### src/rtl/gate_seq_scheduler.sv
// Sequencer for gateStateMult: loads a state and a gate stream, holds each gate's operands for MULT_LAT cycles, then writes the result back as the new state.
// Latency: ld_ready drops for exactly MULT_LAT cycles per gate; the final state streams out on rd_* and is followed one cycle later by a done pulse.
// Backpressure: ld_valid gaps and rd_ready stalls hold all indices. `define ABORT_SCHED_EN adds an abort input.
module gate_seq_scheduler #(
    parameter int N        = 2,
    parameter int W        = 16,
    parameter int MULT_LAT = 3
) (
    input  logic                      clk,
    input  logic                      reset,
`ifdef ABORT_SCHED_EN
    input  logic                      abort,
`endif
    input  logic                      ld_valid,
    output logic                      ld_ready,
    input  logic [2*W-1:0]            ld_data,
    input  logic                      ld_last,
    output logic [(2**N)*2*W-1:0]     mult_state,
    output logic [(4**N)*2*W-1:0]     mult_gate,
    input  logic [(2**N)*2*W-1:0]     mult_out,
    output logic                      rd_valid,
    input  logic                      rd_ready,
    output logic [2*W-1:0]            rd_data,
    output logic                      busy,
    output logic                      done,
    output logic [7:0]                gate_count
);
    localparam int EW = 2*W;
    localparam int NS = 2**N;
    localparam int NG = 4**N;
    localparam int CW = $clog2(MULT_LAT+1);

    typedef enum logic [1:0] {
        S_LOAD_STATE = 2'd0,
        S_LOAD_GATE  = 2'd1,
        S_WAIT       = 2'd2,
        S_SEND       = 2'd3
    } fsm_t;

    fsm_t             r_fsm;
    fsm_t             w_fsm_nxt;
    logic [EW-1:0]    r_state [NS];
    logic [EW-1:0]    r_gate  [NG];
    logic [N-1:0]     r_idx;
    logic [N-1:0]     r_row;
    logic [N-1:0]     r_col;
    logic [CW-1:0]    r_cnt;
    logic             r_last_f;
    logic             r_done;
    logic [7:0]       r_gate_count;
    logic             w_ld_state;
    logic             w_ld_beat;
    logic             w_rd_beat;
    logic             w_gate_end;
    logic             w_abort;

`ifdef ABORT_SCHED_EN
    assign w_abort = abort;
`else
    assign w_abort = 1'b0;
`endif

    // ld_ready is also gated by reset so it stays low while reset is held.
    assign ld_ready   = reset & w_ld_state;
    assign w_ld_beat  = ld_valid & ld_ready;
    assign w_rd_beat  = rd_valid & rd_ready;
    assign w_gate_end = &{r_row, r_col};
    assign rd_data    = r_state[r_idx];
    assign done       = r_done;
    assign gate_count = r_gate_count;

    for (genvar g = 0; g < NS; g++) begin : g_state_out
        assign mult_state[g*EW +: EW] = r_state[g];
    end
    for (genvar g = 0; g < NG; g++) begin : g_gate_out
        assign mult_gate[g*EW +: EW] = r_gate[g];
    end

    always_ff @(posedge clk or negedge reset) begin
        if (!reset) r_fsm <= S_LOAD_STATE;
        else        r_fsm <= w_fsm_nxt;
    end

    always_comb begin
        w_fsm_nxt  = r_fsm;
        w_ld_state = 1'b0;
        rd_valid   = 1'b0;
        busy       = 1'b0;
        case (r_fsm)
            S_LOAD_STATE: begin
                w_ld_state = 1'b1;
                if (w_ld_beat && (&r_idx)) w_fsm_nxt = S_LOAD_GATE;
            end
            S_LOAD_GATE: begin
                w_ld_state = 1'b1;
                if (w_ld_beat && w_gate_end) w_fsm_nxt = S_WAIT;
            end
            S_WAIT: begin
                busy = 1'b1;
                if (r_cnt == CW'(1)) w_fsm_nxt = r_last_f ? S_SEND : S_LOAD_GATE;
            end
            S_SEND: begin
                rd_valid = 1'b1;
                if (w_rd_beat && (&r_idx)) w_fsm_nxt = S_LOAD_STATE;
            end
            default: w_fsm_nxt = S_LOAD_STATE;
        endcase
        if (w_abort) w_fsm_nxt = S_LOAD_STATE;
    end

    always_ff @(posedge clk or negedge reset) begin
        if (!reset) begin
            for (int i = 0; i < NS; i++) r_state[i] <= '0;
            for (int i = 0; i < NG; i++) r_gate[i]  <= '0;
            r_idx        <= '0;
            r_row        <= '0;
            r_col        <= '0;
            r_cnt        <= '0;
            r_last_f     <= 1'b0;
            r_done       <= 1'b0;
            r_gate_count <= '0;
        end else begin
            r_done <= 1'b0;
            if (w_abort) begin
                // Abort drops any partial transfer but keeps operands and gate_count.
                r_idx <= '0;
                r_row <= '0;
                r_col <= '0;
                r_cnt <= '0;
            end else begin
                case (r_fsm)
                    S_LOAD_STATE: if (w_ld_beat) begin
                        r_state[r_idx] <= ld_data;
                        r_idx          <= r_idx + 1'b1;
                        if (r_idx == '0) r_gate_count <= '0;
                    end
                    S_LOAD_GATE: if (w_ld_beat) begin
                        r_gate[{r_row, r_col}] <= ld_data;
                        r_col                  <= r_col + 1'b1;
                        if (&r_col) r_row <= r_row + 1'b1;
                        if (w_gate_end) begin
                            r_last_f <= ld_last;
                            r_cnt    <= CW'(MULT_LAT);
                        end
                    end
                    S_WAIT: begin
                        if (r_cnt == CW'(1)) begin
                            for (int i = 0; i < NS; i++) r_state[i] <= mult_out[i*EW +: EW];
                            r_cnt <= '0;
                            if (r_gate_count != 8'hFF) r_gate_count <= r_gate_count + 8'd1;
                        end else begin
                            r_cnt <= r_cnt - 1'b1;
                        end
                    end
                    S_SEND: if (w_rd_beat) begin
                        r_idx <= r_idx + 1'b1;
                        if (&r_idx) r_done <= 1'b1;
                    end
                    default: ;
                endcase
            end
        end
    end

endmodule
### config.mk
export PLATFORM = sky130hd
export DESIGN_NAME = gate_seq_scheduler
export DESIGN_NICKNAME = d
export VERILOG_FILES = /design/src/rtl/gate_seq_scheduler.sv
export SDC_FILE = /design/constraint.sdc
export NUM_CORES = 1
export LEC_CHECK = 0
export BUFFER_PORTS_ARGS = -buffer_cell sky130_fd_sc_hd__buf_4
export CORE_AREA = 2 2 327 329
export DETAILED_ROUTE_END_ITERATION = 8
export DIE_AREA = 0 0 329 331
export GPL_ROUTABILITY_DRIVEN = 0
export PLACE_DENSITY = 0.51
export SKIP_LAST_GASP = 1
export SLEW_MARGIN = 5
export SYNTH_ARGS = -nofsm -noshare
export SYNTH_HDL_FRONTEND = slang
export SYNTH_SLANG_ARGS = --single-unit
### constraint.sdc
create_clock -name clk -period 2.4 [get_ports clk]
set_clock_uncertainty 0.15 [all_clocks]
set_input_delay 0.12 -clock clk [delete_from_list [all_inputs] [get_ports clk]]
set_output_delay 0.12 -clock clk [all_outputs]
set_load 0.05 [all_outputs]
==> results.md, run 1 <==
- Post-synthesis mux area share: 25.2%
- Crit-path slowest cell: mux4_2
- Final-report hold violation count: 0
- Via Count: between 20000 and 25000
- Leak pwr: 20.3 nW
- Post-synthesis xor/xnor area fraction: 0.0952%
- Max VDD drop: ~1.1 mV
- Final #Nets: 3054
- DP HPWL: 84.1 mm
- Vias per cell: 4.86
- Post-route ant nets: 0
- Hold depth: 3
- Actual slew at the worst max-slew pin: 1040 ps
- Final worst path period share: 99.9%
- Max_cap viols: 0
- Finished Core Util: 38.6%
- Ys flop type: dfrtp_1
- Final WL: between 100 and 150 mm
- Outcome: complete, no violations
- Synth Area in Adders: less than 1%
- Commonest non-fill, non-tap cell in the layout: buf_4
- Worst Reg-to-Reg Cells: 7
- Area of the mapped netlist: approximately 28000 um^2
- Die X: roughly 330 um
- Area Growth Syn to Fin: 46.8%
- Crit Path Class: reg2out
- Syn. warnings: 0
- Met3 Resource Use GR: 5.61%
- Asr flop ratio synth: 100%
- Vias in the first global route: 22200
- Max Fclk: 0.417 GHz
- # IOs: about 850
- Largest family of logic cells by synthesized area: multiplexers
- Clk slew on worst S/H paths: 60 ps
- GR Util All Layers: 21.0%
- H-tree depth: 3
- Design area: between 40000 and 50000 um^2
- Gr busiest metal: met2
- Netlist cell types: slightly below 50
- Unrepaired setup endpoints after global routing: yes
- Initial core utilization: around a quarter
- Seq/Total Area, Yosys: 59.9%
- DR iter-0 viols: 1272
- CP Max Fanout: 13
- CTS tree: yes
- Drt drc: 0
- Die H: 331 um
- Most frequent cells in the layout: buf_4 (884), dfrtp_1 (657), mux2_2 (397), dlygate4sd3_1 (199), mux2_4 (117)
- Die Area: 109000 um^2
- Post-synthesis register bit count: 660
- GR met1 Demand/Resource: 25.6%
- Cell row count: ~120
- Sink Count: between 600 and 700
- Clk_lat worst skew: 630 ps
- Crit path time final: 2400 ps
- Hold slack: 157 ps
- Share of layout cells above drive strength 1: 55.3%
- Relative slew slack: a little under a third
- Slew Viols, Final: 0
- Critical Path RT: 2130 ps
- Post-Synth Simple-Gate Area: 3.16%
- Worst setup EP type: output port
- Post-synth EDFFs: 0
- Largest net degree at the start of global routing: 162
- CTS buffer count: 78
- Port Buffer Count: about 850
- CP startpoint kind: register
- M2 GR Usage: 36.0%
- Cell count after synthesis: 1835
- Total global routing overflow: 0
- Clock buffer depth: 3
- Area after DPL: 35700 um^2
- First-pass GRT wire length: 166 mm
- Total core area: around 100000 um^2
- Synth Area in Compound Gates: under 10%
- Min-Delay Path Class: in2reg
- P per Cell Area: 1680 nW/um^2
- CTS root buf: clkbuf_16
- Initial antenna violation count: 12
- Final setup vio count: 0
- Crit path cell chain: buf_12 > mux4_2 > buf_4
- Routed WL per cell: roughly 27 um
- Syn_area_per_cell: 15.0 um^2
- Syn_nets: 2014
- CP peak stage delay: 580 ps
- Data arrival, critical path: 2130 ps
- Detailed Routing Iterations Pass 1: 5
==> registers in the layout (all words and copies together), names as in the netlist <==
register / flops
done: 1
gate_count: 8
mult_gate: 512
mult_state: 128
r_cnt: 2
r_col: 2
r_fsm: 2
r_idx: 2
r_last_f: 1
r_row: 2
==> path summary, 6_finish.rpt <==
check	from	endpoint	slack, ps
min in group asynchronous	reset	mult_gate[51]	600
max	r_idx[0]	rd_data[25]	2
max in group asynchronous	reset	mult_state[27]	220
max reg2reg	r_idx[0]	mult_state[14]	100
min	ld_last	r_last_f	160
min reg2reg	mult_gate[449]	mult_gate[449]	350
==> per-layer routing <==
| metal | vias to the layer above | routed length, um |
|---|---|---|
| li1 | 8797 | - |
| met1 | 11000 | 46900 |
| met3 | 186 | 9020 |
| met2 | 1014 | 58700 |
| met5 | - | 0 |
| met4 | 0 | 4000 |
==> power by group <==
part	switching [mW]	total, mW	leakage [nW]	internal, mW
Clock	4.88	12.7	1.35	7.86
Sequential	3.31	18.7	8.67	15.3
Combinational	24.7	36.5	10.3	11.9
==> what timing repair did <==
item                                   in CTS  in global routing
setup buffers                               1                  0
hold buffers                              199                  0
gates resized for setup                    11                  9
cloned                                      1                  0
setup endpoints to repair                  23                 47
endpoints found under the hold margin     941                  0
==> cell usage after synthesis, types with 2 or more instances <==
library cell | n | area [um^2]
mux4_2 | 32 | 721
a21o_1 | 3 | 22.5
a2bb2oi_1 | 27 | 236
nand2_1 | 27 | 101
ha_1 | 14 | 175
buf_6 | 39 | 439
a31oi_1 | 2 | 12.5
a32o_1 | 2 | 20.0
a21oi_1 | 39 | 195
dfrtp_1 | 660 | 16500
o21ai_0 | 35 | 175
o22ai_1 | 27 | 169
mux2_4 | 117 | 1760
a32oi_1 | 2 | 17.5
buf_1 | 4 | 15.0
buf_4 | 10 | 75.1
and2_1 | 24 | 150
mux2_2 | 397 | 4470
o2bb2ai_1 | 69 | 604
nand3_1 | 7 | 35.0
o21ai_1 | 3 | 15.0
a41oi_1 | 2 | 17.5
inv_1 | 8 | 30.0
nand2_4 | 3 | 33.8
nor4_1 | 2 | 12.5
a22oi_1 | 69 | 518
nor2_2 | 2 | 12.5
buf_2 | 20 | 100
clkbuf_1 | 86 | 323
nand3b_1 | 33 | 248
and3_1 | 4 | 25.0
xnor2_1 | 3 | 26.3
nor2_1 | 47 | 176
==> cell families after synthesis <==
kind of cell    count (synthesis)
xor+xnor                        3
fa+ha+maj                      14
mux                           546
compound gates                286
flops                         660
buf+inv                       169
simple gates                  157
==> cell type report <==
type | count | area [um^2]
Inverter | 9 | 36.3
Multi-Input combinational cell | 1006 | 10100
Fill cell | 10000 | 64500
Timing Repair Buffer | 1120 | 9320
Clock inverter | 25 | 438
Clock buffer | 111 | 2300
Tap cell | 1391 | 1740
Antenna cell | 4 | 10.0
Sequential cell | 660 | 16500
==> worst max-delay path, delay by kind of cell, from the launching register on <==
| family | cells | cell delay [ps] |
|---|---|---|
| buffers and inverters | 2 | 440 |
| muxes | 1 | 580 |
| DFF | 1 | 460 |
==> through the flow <==
| step | setup TNS, ps | total power, mW | worst slack, ps | instances |
|---|---|---|---|---|
| 3_3_place_gp | 0 | 54.3 | 273 | 3986 |
| 6_report | 0 | 67.9 | 2.11 | 4326 |
| 5_1_grt | -589 | 70.3 | -73.6 | 4323 |
| 4_1_cts | -662 | 68.4 | -59.9 | 4323 |
| 3_5_place_dp | 0 | 54.7 | 278 | 3986 |
| 2_1_floorplan | 0 | 41.4 | 27.6 | 1835 |
Note: power is estimated with default switching activity, not from simulation.
==> inputs of run 2 (changes only) <==
- PLACE_DENSITY: 0.51 -> not set
==> run 2 against run 1 <==
Global-route usage decreased by 0.48 points. First-iteration DRC count increased by 11%. The run now ends with negative setup slack left. Count of clock-buffer cells in the layout increased by 4. Die area unchanged. Critical path depth increased by 1. Sequential share of layout area decreased by 0.050 points. Sequential power about the same. Non-clock buffer count increased by 8. Highest routed layer unchanged. Total power decreased by 0.30%. Clock power decreased by 5%.
==> results.md, run 2 (same netlist as run 1, synthesis figures left out) <==
- Share of layout cells above drive strength 1: 55.4%
- Clk slew on worst S/H paths: 60 ps
- Max VDD drop: 1.11 mV
- Relative slew slack: 35.6%
- Die X: 329 um
- P per Cell Area: around 1700 nW/um^2
- Design area: a little over 40000 um^2
- Post-route ant nets: 0
- Sink Count: 660
- Clk_lat worst skew: 630 ps
- Final worst setup slack: -19.6 ps
- # IOs: 849
- Max reg flops: 512
- Area Growth Syn to Fin: 47.0%
- Cells after DPL: 3988
- CTS buffer count: 77
- Largest net degree at the start of global routing: between 150 and 200
- CP startpoint kind: register
- Total global routing overflow: 0
- Clock buffer depth: 3
- Total core area: 105000 um^2
- Most frequent cells in the layout: buf_4 (871), dfrtp_1 (657), mux2_2 (397), dlygate4sd3_1 (199), mux2_4 (117)
- Max_cap viols: 0
- Min-Delay Path Class: in2async
- First-pass GRT wire length: 160 mm
- Failing checks: negative setup slack
- Actual slew at the worst max-slew pin: 966 ps
- Vias in the first global route: 20900
- Vias per cell: 4.79
- Cell row count: 119
- Port Buffer Count: 848
- Die H: 331 um
- Data arrival, critical path: 2150 ps
- Footprint of the multi-input gates: 10100 um^2
- Final worst path period share: 101%
- CP peak stage delay: 540 ps
- Area after DPL: 35600 um^2
- Crit Path Class: reg2out
- Crit-path slowest cell: mux4_2
- CTS root buf: clkbuf_16
- Outcome: finished with violations
- Die Area: 109000 um^2
- Finished Core Util: 38.6%
- Routed WL per cell: 27.1 um
- DR iter-0 viols: ~1400
- Seq. cell area: 16500 um^2
- Final WL: 118 mm
- Final-report hold violation count: 0
- Initial core utilization: 26.3%
- Fin cells: 4334
- DP HPWL: roughly 82 mm
- Initial antenna violation count: 7
- Critical Path RT: 2130 ps
- Crit path time final: 2420 ps
- Fillers: 9975
- Commonest non-fill, non-tap cell in the layout: buf_4
- CP Max Fanout: 6
- Drt drc: 0
- Post-route total power: ~68 mW
- Hold slack: 74.2 ps
- Crit path cell chain: buf_12 > bufbuf_16 > mux4_2 > buf_6
- Final setup vio count: 2
- Final #Nets: 3061
- GR Util All Layers: 20.6%
- Leak pwr: 20.3 nW
- H-tree depth: 3
- Worst setup EP type: output port
- Unrepaired setup endpoints after global routing: yes
- Max Fclk: 0.413 GHz
- CTS tree: yes
- Detailed Routing Iterations Pass 1: 5
- Slew Viols, Final: 0
- Via Count: 20800
[run 2: changes by cell type in the layout (fill, tap and decap cells not counted), moves of 3 or more]
cell / before / now
clkbuf_8: 14 / 21
clkinv_2: 9 / 4
buf_6: 5 / 27
buf_12: 28 / 23
diode_2: 4 / 7
buf_4: 884 / 871
bufinv_16: 11 / 5
[run 2: through the flow]
step                setup slack [ps]  setup TNS, ps
global placement                 204              0
finish                         -19.6          -20.7
floorplan                       27.6              0
CTS                            -69.0           -968
global route                    -104          -1700
detailed placement               204              0
[run 2: final cells by class]
cell class | instances | share of cell area (%)
tap | 1391 | 4.29
clock inverter | 18 | 0.654
clock buffer | 115 | 5.78
multi-input combinational | 1006 | 25.0
inverter | 9 | 0.0833
antenna | 7 | 0.0432
timing repair buffer | 1128 | 23.4
sequential | 660 | 40.7
[run 2: power by group]
part	leakage [nW]	switching, mW	internal, mW
logic	10.4	24.8	12.2
clock network	1.28	4.85	7.29
registers	8.67	3.19	15.3
total	20.3	32.8	34.9
[run 2: what timing repair did]
action,4_1_cts,5_1_grt
gates cloned,1,2
resized for setup,36,7
buffers inserted,4,0
hold endpoints to repair,752,0
hold buffers,199,0
endpoints found under the setup margin,27,62
[run 2: layer usage]
layer  up-vias  track usage (%)  wire length, um
met5         -                0                0
met4         0             7.95             4610
met3       185             5.95            10500
li1       8806                -                -
met2       989             33.8            56000
met1     10800             25.5            46500
[run 2: critical path: cells and delay by family (launching register included)]
| kind | cells | cell delay [ps] |
|---|---|---|
| buffers and inverters | 3 | 600 |
| multiplexers | 1 | 540 |
| flip-flops | 1 | 390 |
[run 2: final timing paths]
kind                       slack, ps              to  cells past startpoint           from
max in group asynchronous        550  mult_gate[169]                      4          reset
max                              -20     rd_data[19]                      4       r_idx[0]
max reg2reg                       60  mult_state[74]                      6       r_idx[1]
min reg2reg                      350   mult_gate[14]                      1  mult_gate[14]
min                               70        r_row[0]                      3          reset
min in group clk                 160        r_last_f                      3        ld_last
